===== src/rtl/uart_rx.sv =====
// Purpose: 8N1 UART receiver: 2-flop line sync, mid-bit sampling FSM, small RX FIFO, DATA/STATUS read port.
// Latency: line to FSM 2 cycles; read data valid the cycle after uart_rd_i; irq registered with FIFO state.
// Backpressure: none on the line; push into a full FIFO drops the byte and sets sticky overrun.
// Optional feature macro: UART_RX_PARITY_EN (adds an even-parity bit between data and stop).
module uart_rx #(
    parameter int BAUDRATE   = 115200,
    parameter int F_CLK      = 576000,
    parameter int FIFO_DEPTH = 4
) (
    input  logic        sys_clk_i,
    input  logic        sys_rst_i,
    input  logic        uart_rx_i,
    input  logic        uart_rd_i,
    input  logic        uart_addr_i,
    output logic [31:0] uart_data_o,
    output logic        uart_irq_o
);
    localparam int CLKS_PER_BIT = F_CLK / BAUDRATE;
    localparam int HALF         = (CLKS_PER_BIT - 1) / 2;
    localparam int CW           = (CLKS_PER_BIT > 1) ? $clog2(CLKS_PER_BIT) : 1;
    localparam int AW           = (FIFO_DEPTH > 1) ? $clog2(FIFO_DEPTH) : 1;

    localparam logic [CW-1:0] CNT_LAST = CW'(CLKS_PER_BIT - 1);
    localparam logic [CW-1:0] CNT_HALF = CW'(HALF);
    localparam logic [CW-1:0] CNT_ONE  = CW'(1);
    localparam logic [AW:0]   PTR_ONE  = (AW + 1)'(1);

    // Reject configurations the sampling scheme or pointer logic cannot handle.
    generate
        if (CLKS_PER_BIT < 3) begin : g_bad_cpb
            $error("uart_rx: CLKS_PER_BIT must be >= 3");
        end
        if ((FIFO_DEPTH < 2) || ((FIFO_DEPTH & (FIFO_DEPTH - 1)) != 0)) begin : g_bad_depth
            $error("uart_rx: FIFO_DEPTH must be a power of two >= 2");
        end
    endgenerate

`ifdef UART_RX_PARITY_EN
    typedef enum logic [2:0] {S_IDLE, S_START, S_DATA, S_PARITY, S_STOP} state_t;
`else
    typedef enum logic [2:0] {S_IDLE, S_START, S_DATA, S_STOP} state_t;
`endif

    state_t          r_state, w_state_nxt;
    logic            r_rx_m, r_rx_s;
    logic [CW-1:0]   r_clk_cnt;
    logic [2:0]      r_bit_cnt;
    logic [7:0]      r_shift;
    logic            w_cnt_done, w_clk_clr, w_bit_smp;
    logic            w_push_req, w_frame_set, w_par_set, w_par_bad;

    logic [7:0]      r_mem [FIFO_DEPTH];
    logic [AW:0]     r_wr_ptr, r_rd_ptr, w_wr_nxt, w_rd_nxt;
    logic            w_empty, w_full, w_rd_data, w_rd_stat, w_pop, w_push, w_ovr_set;
    logic            r_overrun, r_frame_err, r_parity_err, r_irq;
    logic [31:0]     r_data;

    assign w_cnt_done = (r_clk_cnt == CNT_LAST);

    // Two-flop synchronizer; resets to the idle (high) line level.
    always_ff @(posedge sys_clk_i) begin
        if (sys_rst_i) begin
            r_rx_m <= 1'b1;
            r_rx_s <= 1'b1;
        end else begin
            r_rx_m <= uart_rx_i;
            r_rx_s <= r_rx_m;
        end
    end

    // Frame FSM state register.
    always_ff @(posedge sys_clk_i) begin
        if (sys_rst_i) r_state <= S_IDLE;
        else           r_state <= w_state_nxt;
    end

    // Next-state and per-cycle strobes for sampling, push and error reporting.
    always_comb begin
        w_state_nxt = r_state;
        w_clk_clr   = 1'b0;
        w_bit_smp   = 1'b0;
        w_push_req  = 1'b0;
        w_frame_set = 1'b0;
        w_par_set   = 1'b0;
        case (r_state)
            S_IDLE: begin
                if (!r_rx_s) begin
                    w_state_nxt = S_START;
                    w_clk_clr   = 1'b1;
                end
            end
            S_START: begin
                if (r_clk_cnt == CNT_HALF) begin
                    w_clk_clr   = 1'b1;
                    w_state_nxt = r_rx_s ? S_IDLE : S_DATA;
                end
            end
            S_DATA: begin
                if (w_cnt_done) begin
                    w_clk_clr = 1'b1;
                    w_bit_smp = 1'b1;
                    if (r_bit_cnt == 3'd7) begin
`ifdef UART_RX_PARITY_EN
                        w_state_nxt = S_PARITY;
`else
                        w_state_nxt = S_STOP;
`endif
                    end
                end
            end
`ifdef UART_RX_PARITY_EN
            S_PARITY: begin
                if (w_cnt_done) begin
                    w_clk_clr   = 1'b1;
                    w_state_nxt = S_STOP;
                end
            end
`endif
            S_STOP: begin
                if (w_cnt_done) begin
                    // Leave mid-stop so a start bit right after the stop bit is seen.
                    w_clk_clr   = 1'b1;
                    w_state_nxt = S_IDLE;
                    w_frame_set = !r_rx_s;
                    w_par_set   = w_par_bad;
                    w_push_req  = r_rx_s && !w_par_bad;
                end
            end
            default: w_state_nxt = S_IDLE;
        endcase
    end

    // Bit timing counters and data shift register.
    always_ff @(posedge sys_clk_i) begin
        if (sys_rst_i) begin
            r_clk_cnt <= '0;
            r_bit_cnt <= '0;
            r_shift   <= '0;
        end else begin
            if (r_state == S_IDLE || w_clk_clr) r_clk_cnt <= '0;
            else                                r_clk_cnt <= r_clk_cnt + CNT_ONE;
            if (r_state != S_DATA)              r_bit_cnt <= '0;
            else if (w_bit_smp)                 r_bit_cnt <= r_bit_cnt + 3'd1;
            if (w_bit_smp)                      r_shift[r_bit_cnt] <= r_rx_s;
        end
    end

`ifdef UART_RX_PARITY_EN
    logic r_par_bad;
    // Parity bit is compared against even parity of the received byte.
    always_ff @(posedge sys_clk_i) begin
        if (sys_rst_i || r_state == S_IDLE) r_par_bad <= 1'b0;
        else if (r_state == S_PARITY && w_cnt_done) r_par_bad <= (r_rx_s != ^r_shift);
    end
    assign w_par_bad = r_par_bad;
`else
    assign w_par_bad = 1'b0;
`endif

    // FIFO control: a pop in the same cycle makes room for a push into a full FIFO.
    assign w_empty   = (r_wr_ptr == r_rd_ptr);
    assign w_full    = (r_wr_ptr[AW] != r_rd_ptr[AW]) && (r_wr_ptr[AW-1:0] == r_rd_ptr[AW-1:0]);
    assign w_rd_data = uart_rd_i && !uart_addr_i;
    assign w_rd_stat = uart_rd_i && uart_addr_i;
    assign w_pop     = w_rd_data && !w_empty;
    assign w_push    = w_push_req && (!w_full || w_pop);
    assign w_ovr_set = w_push_req && w_full && !w_pop;
    assign w_wr_nxt  = w_push ? (r_wr_ptr + PTR_ONE) : r_wr_ptr;
    assign w_rd_nxt  = w_pop  ? (r_rd_ptr + PTR_ONE) : r_rd_ptr;

    // FIFO storage; contents need no reset since the pointers define validity.
    always_ff @(posedge sys_clk_i) begin
        if (w_push) r_mem[r_wr_ptr[AW-1:0]] <= r_shift;
    end

    // Pointers, sticky flags (set beats a same-cycle STATUS clear), irq and read data.
    always_ff @(posedge sys_clk_i) begin
        if (sys_rst_i) begin
            r_wr_ptr     <= '0;
            r_rd_ptr     <= '0;
            r_overrun    <= 1'b0;
            r_frame_err  <= 1'b0;
            r_parity_err <= 1'b0;
            r_irq        <= 1'b0;
            r_data       <= '0;
        end else begin
            r_wr_ptr     <= w_wr_nxt;
            r_rd_ptr     <= w_rd_nxt;
            r_overrun    <= (r_overrun    && !w_rd_stat) || w_ovr_set;
            r_frame_err  <= (r_frame_err  && !w_rd_stat) || w_frame_set;
            r_parity_err <= (r_parity_err && !w_rd_stat) || w_par_set;
            r_irq        <= (w_wr_nxt != w_rd_nxt);
            if (w_rd_data)
                r_data <= w_empty ? 32'h0 : {24'h0, r_mem[r_rd_ptr[AW-1:0]]};
            else if (w_rd_stat)
                r_data <= {27'h0, r_parity_err, r_frame_err, r_overrun, w_full, !w_empty};
        end
    end

    assign uart_data_o = r_data;
    assign uart_irq_o  = r_irq;
endmodule


===== config.mk =====
export PLATFORM = sky130hd
export DESIGN_NAME = uart_rx
export DESIGN_NICKNAME = d
export VERILOG_FILES = /design/src/rtl/uart_rx.sv
export SDC_FILE = /design/constraint.sdc
export NUM_CORES = 1
export LEC_CHECK = 0
export BUFFER_PORTS_ARGS = -buffer_cell sky130_fd_sc_hd__buf_2
export CAP_MARGIN = 20
export CORE_ASPECT_RATIO = 0.6
export CORE_UTILIZATION = 48
export CTS_BUF_LIST = sky130_fd_sc_hd__clkbuf_4 sky130_fd_sc_hd__clkbuf_8
export DETAILED_ROUTE_END_ITERATION = 16
export GPL_ROUTABILITY_DRIVEN = 0
export PLACE_DENSITY = 0.77
export SYNTH_ARGS = -nofsm -noshare
export SYNTH_HDL_FRONTEND = slang
export SYNTH_SLANG_ARGS = --single-unit

===== constraint.sdc =====
create_clock -name sys_clk_i -period 3 [get_ports sys_clk_i]
set_input_delay 0.9 -clock sys_clk_i [delete_from_list [all_inputs] [get_ports sys_clk_i]]
set_output_delay 0.9 -clock sys_clk_i [all_outputs]
set_load 0.02 [all_outputs]

### Word level (Yosys, flattened, before mapping)

Memories as Yosys holds them, arrays and structs flattened. A register that Yosys moved wholly into a read port is not among the register bits.
Cells that the tools add are included.
W data, S select, Z words.

* memory bits (writable): 32
* input bits: 5
* output and inout bits: 33
* memories kept: 1
* bits in registers: 61
* logic and storage cells: 90

* equal/unequal tests: 16
* reductions and logical operators: 27
* add/subtract/negate cells: 4
* magnitude comparators: 2
* mux-type cells: 27

Memories
* r_mem: depth 4, bits a word 8, read ports 1, clocked after Yosys merged registers in 1, write ports 1, line 52 `logic [7:0] r_mem [FIFO_DEPTH];`

Operators by type and width (count)
* $mux W32: 2
* $mux W3: 7
* $add A3 B1 Y3 const B: 4
* $pmux W3 S4: 1
* $logic_and A1 B1 Y1: 11
* $mux W1: 11
* $ne A2 B2 Y1 const B: 5
* $eq A3 B2 Y1 const B: 3
* $bwmux W8: 1
* $mux W8: 1
* $eq A3 B3 Y1 const B: 2
* $logic_not A1 Y1: 6
* $reduce_or A2 Y1: 3
* $reduce_and A5 Y1: 1
* $logic_or A1 B1 Y1: 4
* $lt A3 B4 Y1 const B: 1
* $mux W2: 2
* $demux W1 S3: 1
* $eq A3 B1 Y1 const B: 1
* $eq A3 B3 Y1: 1
* $ge A3 B1 Y1 const B: 1
* $logic_not A3 Y1: 1
* $ne A3 B2 Y1 const B: 1
* $ne A3 B3 Y1: 1
* other kinds (4): 4

### Depth between registers and ports, before layout

* depth after elaboration: 7
* gate-level depth with buffers: 7
* mapped depth without buffers: 7

### Least setup slack after synthesis

No wires, ideal clock.

* kind: input port to flip-flop
* from: input uart_addr_i
* to: register r_irq (netlist: uart_irq_o)
* slack: 0.606 ns
* setup time: 0.088 ns
* data arrival time: 2.306 ns
* required time: 2.912 ns
* buffers on the path: 2
* stages: 7
* path through: buf_2 nor2b_1 clkbuf_1 a21oi_1 or4_1 and4_4 o32ai_2

* word-level cells in the longest chain between the ends: 7
* elaborated cells on any way between the ends: 8
* those cells by class: 1 x eq/ne; 2 x mux; 5 x reduce/logical

RTL lines
* start: declaration: line 14 `input logic uart_addr_i,`
* $logic_not A1 Y1 *: line 163 `assign w_rd_data = uart_rd_i && !uart_addr_i;`
* $logic_and A1 B1 Y1 *: line 163
* $logic_and A1 B1 Y1 *: line 165 `assign w_pop = w_rd_data && !w_empty;`
* $logic_or A1 B1 Y1: line 166 `assign w_push = w_push_req && (!w_full || w_pop);`
* $logic_and A1 B1 Y1: line 166
* $mux W3: line 168 `assign w_wr_nxt = w_push ? (r_wr_ptr + PTR_ONE) : r_wr_ptr;`
* $ne A3 B3 Y1 *: line 192 `r_irq <= (w_wr_nxt != w_rd_nxt);`
* end signal: assignment: line 192
* end: declaration: line 55 `logic r_overrun, r_frame_err, r_parity_err, r_irq;`

Mark *: on every way between the ends. The rest lies on a longest branch, timed or not.
A chain may end at the register's enable or synchronous reset.

### Worst setup path in the final report

* from: input uart_rd_i
* to: register r_irq (netlist: uart_irq_o)

* word-level cells in the longest chain between the ends: 6
* elaborated cells on any way between the ends: 7
* those cells by class: 1 x eq/ne; 2 x mux; 4 x reduce/logical

RTL lines
* start: declaration: line 13 `input logic uart_rd_i,`
* $logic_and A1 B1 Y1 *: line 163
* $logic_and A1 B1 Y1 *: line 165
* $logic_or A1 B1 Y1: line 166
* $logic_and A1 B1 Y1: line 166
* $mux W3: line 168
* $ne A3 B3 Y1 *: line 192

Marked as above.

==> results.json <==
{
  "status": "completed",
  "leakagePower_nw": 1.27,
  "ir_drop_v": 0.000350,
  "place_hpwl_um": 4090,
  "cp-start-kind": "input pin",
  "finClkSkew_ns": 0.00683,
  "cts_resized": 0,
  "route.detailed.drc": 0,
  "finalNetCount": 308,
  "max_freq_ghz": 0.454,
  "internal_power_w": 0.00141,
  "root_buffer": "clkbuf_8",
  "synth_top_area_share": 0.300,
  "grt-ovfl-total": 0,
  "core_area_um2": 6280,
  "crit_type": "in2reg",
  "drv_slew": 0,
  "grt_max_degree": 35,
  "syn_inst": 282,
  "drive_gt1_frac": 0.168,
  "setup_violations": 0,
  "cp_data_arrival_time_ns": 2.47,
  "die_w_um": 107,
  "grt_pass1_wl_um": 9490,
  "ctsHoldBuffers": 0,
  "avgSynthCellArea_um2": 11.4,
  "maxCapViolCount": 0,
  "slew_headroom": 0.560,
  "synth_warnings": 0,
  "clockPowerShare": 0.429,
  "dr.pass1.iters": 4,
  "path_max_fanout": 16,
  "cts_made_buffers": 9,
  "finalCritPeriodShare": 0.734,
  "endpoint_kind": "flip-flop",
  "p_sw_frac": 0.219,
  "power_w": 0.00181,
  "path_clk_slew_ns": 0.07,
  "drt-wirelength-per-cell_um": 15.7,
  "p_switching_w": 0.000396,
  "routed_wl_um": 5990,
  "clockBufferDepth": 2,
  "hold_viol": 0,
  "cts_max_level": 3,
  "vias": 2041,
  "die_h_um": 65.3,
  "initial_core_util": 0.510,
  "antenna_found_initial": 0,
  "cts_setup_buffers": 0,
  "antenna_cells": 0,
  "synth.distinct_cells": 46,
  "viasPerCell": 5.34,
  "power_density_nw_per_um2": 526,
  "ys_seq_area_frac": 0.525,
  "grt_pass1_vias": 1809,
  "fp-row-count": 22,
  "synth_top_flop_cell": "dfxtp_1",
  "synth-seq-cells": 68,
  "synth_top_cell_by_area": "edfxtp_1",
  "worstHoldPathType": "reg2reg",
  "setup_tns_ns": 0,
  "synth_edf_count": 32,
  "rsz0062_at_grt": "false",
  "async_flop_share": 0,
  "seqPwrFrac": 0.536,
  "dpl_cell_area_um2": 3230,
  "area_delta_synth_final_pct": 7.42,
  "period_needed_ns": 2.20,
  "cts_tree": "done",
  "synth_area_um2": 3200,
  "die_area_um2": 7010,
  "track_usage": 0.192,
  "portBuffers": 13,
  "worstMarginPinSlew_ns": 0.657,
  "cp.required_ns": 3.27,
  "num_io_pins": 38,
  "cts_num_sinks": 68,
  "clk-insertion-delay-late_ns": 0.35,
  "synthTopCellsByArea": "edfxtp_1 30%, dfxtp_1 23%, buf_4 5.6%",
  "drtIter0Drc": 124,
  "p_comb_frac": 0.034,
  "antenna_left": 0,
  "stdcell_area_um2": 3440
}
layout make-up:
class	instances	area, um^2
Clock buffer	12	159
Clock inverter	4	48.8
Fill cell	535	2840
Inverter	5	18.8
Multi-Input combinational cell	193	1340
Sequential cell	68	1680
Tap cell	84	105
Timing Repair Buffer	16	87.6
layer usage:
metal	GRT usage	vias to the layer above	part of all wire
met1	0.271	980	0.48
met2	0.262	83	0.42
met4	0.0462	0	0.0048
li1	-	974	-
met5	0	-	0
met3	0.0933	4	0.089
power by group through the flow:
stage / registers, W / clock network [W] / logic (W)
after CTS: 0.000971 / 0.000797 / 0.0000617
after global placement: 0.000992 / 0 / 0.0000605
after detailed placement: 0.000992 / 0 / 0.0000616
after global routing: 0.000971 / 0.000835 / 0.0000685
after floorplan: 0.000992 / 0 / 0.0000735
final: 0.000971 / 0.000777 / 0.0000623
cell usage after synthesis (2+ instances only):
cell / number
or2_2: 2
a21oi_1: 18
and3_1: 5
xnor2_1: 7
a211oi_1: 5
buf_4: 24
nor2_1: 32
xnor2_2: 2
clkbuf_1: 10
mux4_2: 8
mux2i_1: 9
nor4_1: 3
buf_2: 4
o211ai_1: 2
nand3b_1: 2
edfxtp_1: 32
and2_1: 2
a31oi_1: 2
nor2b_1: 4
nor3b_1: 7
o31ai_1: 2
nand2b_1: 3
or3_1: 2
ha_1: 10
xor2_2: 2
nor3_1: 4
inv_1: 5
nand2_1: 15
xor2_1: 2
dfxtp_1: 36
nand3_1: 6
worst max-delay path, stage by stage:
cell     delay, ns
buf_2         0.24
nor2b_1       0.22
buf_4         0.17
a21oi_1       0.09
or4_1         0.42
and4_4        0.20
o32ai_2       0.22
per-stage QoR:
stage | instances | hold WS, ns | utilization | setup WS [ns]
3_3_place_gp | 366 | 0.397 | 0.515 | 0.516
3_5_place_dp | 366 | 0.401 | 0.515 | 0.421
2_1_floorplan | 305 | 0.389 | - | 0.606
5_1_grt | 382 | 0.431 | 0.548 | 0.693
4_1_cts | 382 | 0.418 | 0.548 | 0.804
6_report | 382 | 0.414 | 0.548 | 0.799
logic make-up after synthesis:
logic type      count (synthesis)  share of synthesized area
other cells                     1                    0.00117
compound gates                 36                     0.0719
simple gates                   92                      0.146
buf+inv                        44                     0.0836
mux                            18                     0.0879
xor+xnor                       13                     0.0449
fa+ha+maj                      10                     0.0391
flops                          68                      0.525
flip-flops by register name (all words and copies together), names as in the netlist:
register and flops:
r_wr_ptr 3, r_shift 8, r_frame_err 1, r_rx_s 1, r_bit_cnt 3, r_overrun 1
r_mem 32, uart_data_o 8, r_parity_err 1, r_rx_m 1, uart_irq_o 1, r_state 2
r_rd_ptr 3, r_clk_cnt 3
cell usage in the layout (no fill, tap or decap), types with 3 or more instances in the layout:
| cell type | count |
|---|---|
| mux4_2 | 8 |
| nand2_1 | 15 |
| inv_1 | 5 |
| dfxtp_1 | 36 |
| a211oi_1 | 5 |
| xnor2_1 | 7 |
| nand2b_1 | 3 |
| nand3_1 | 6 |
| ha_1 | 10 |
| a21oi_1 | 18 |
| buf_4 | 3 |
| conb_1 | 24 |
| nor4_1 | 3 |
| clkbuf_8 | 11 |
| nor2b_1 | 4 |
| nor3_1 | 4 |
| nor3b_1 | 7 |
| mux2i_1 | 9 |
| buf_2 | 13 |
| and3_1 | 5 |
| edfxtp_1 | 32 |
| nor2_1 | 32 |
worst paths after layout:
kind / cells after the start / start / slack (ns) / end
max reg2reg: 5 / r_wr_ptr[1]$_SDFF_PP0_ / 0.91 / uart_irq_o$_SDFF_PP0_
min reg2reg: 1 / r_rx_m$_SDFF_PP1_ / 0.41 / r_rx_s$_SDFF_PP1_
max: 7 / uart_rd_i / 0.80 / uart_irq_o$_SDFF_PP0_
min: 1 / r_rx_m$_SDFF_PP1_ / 0.41 / r_rx_s$_SDFF_PP1_
Note: power is estimated with default switching activity, not from simulation.
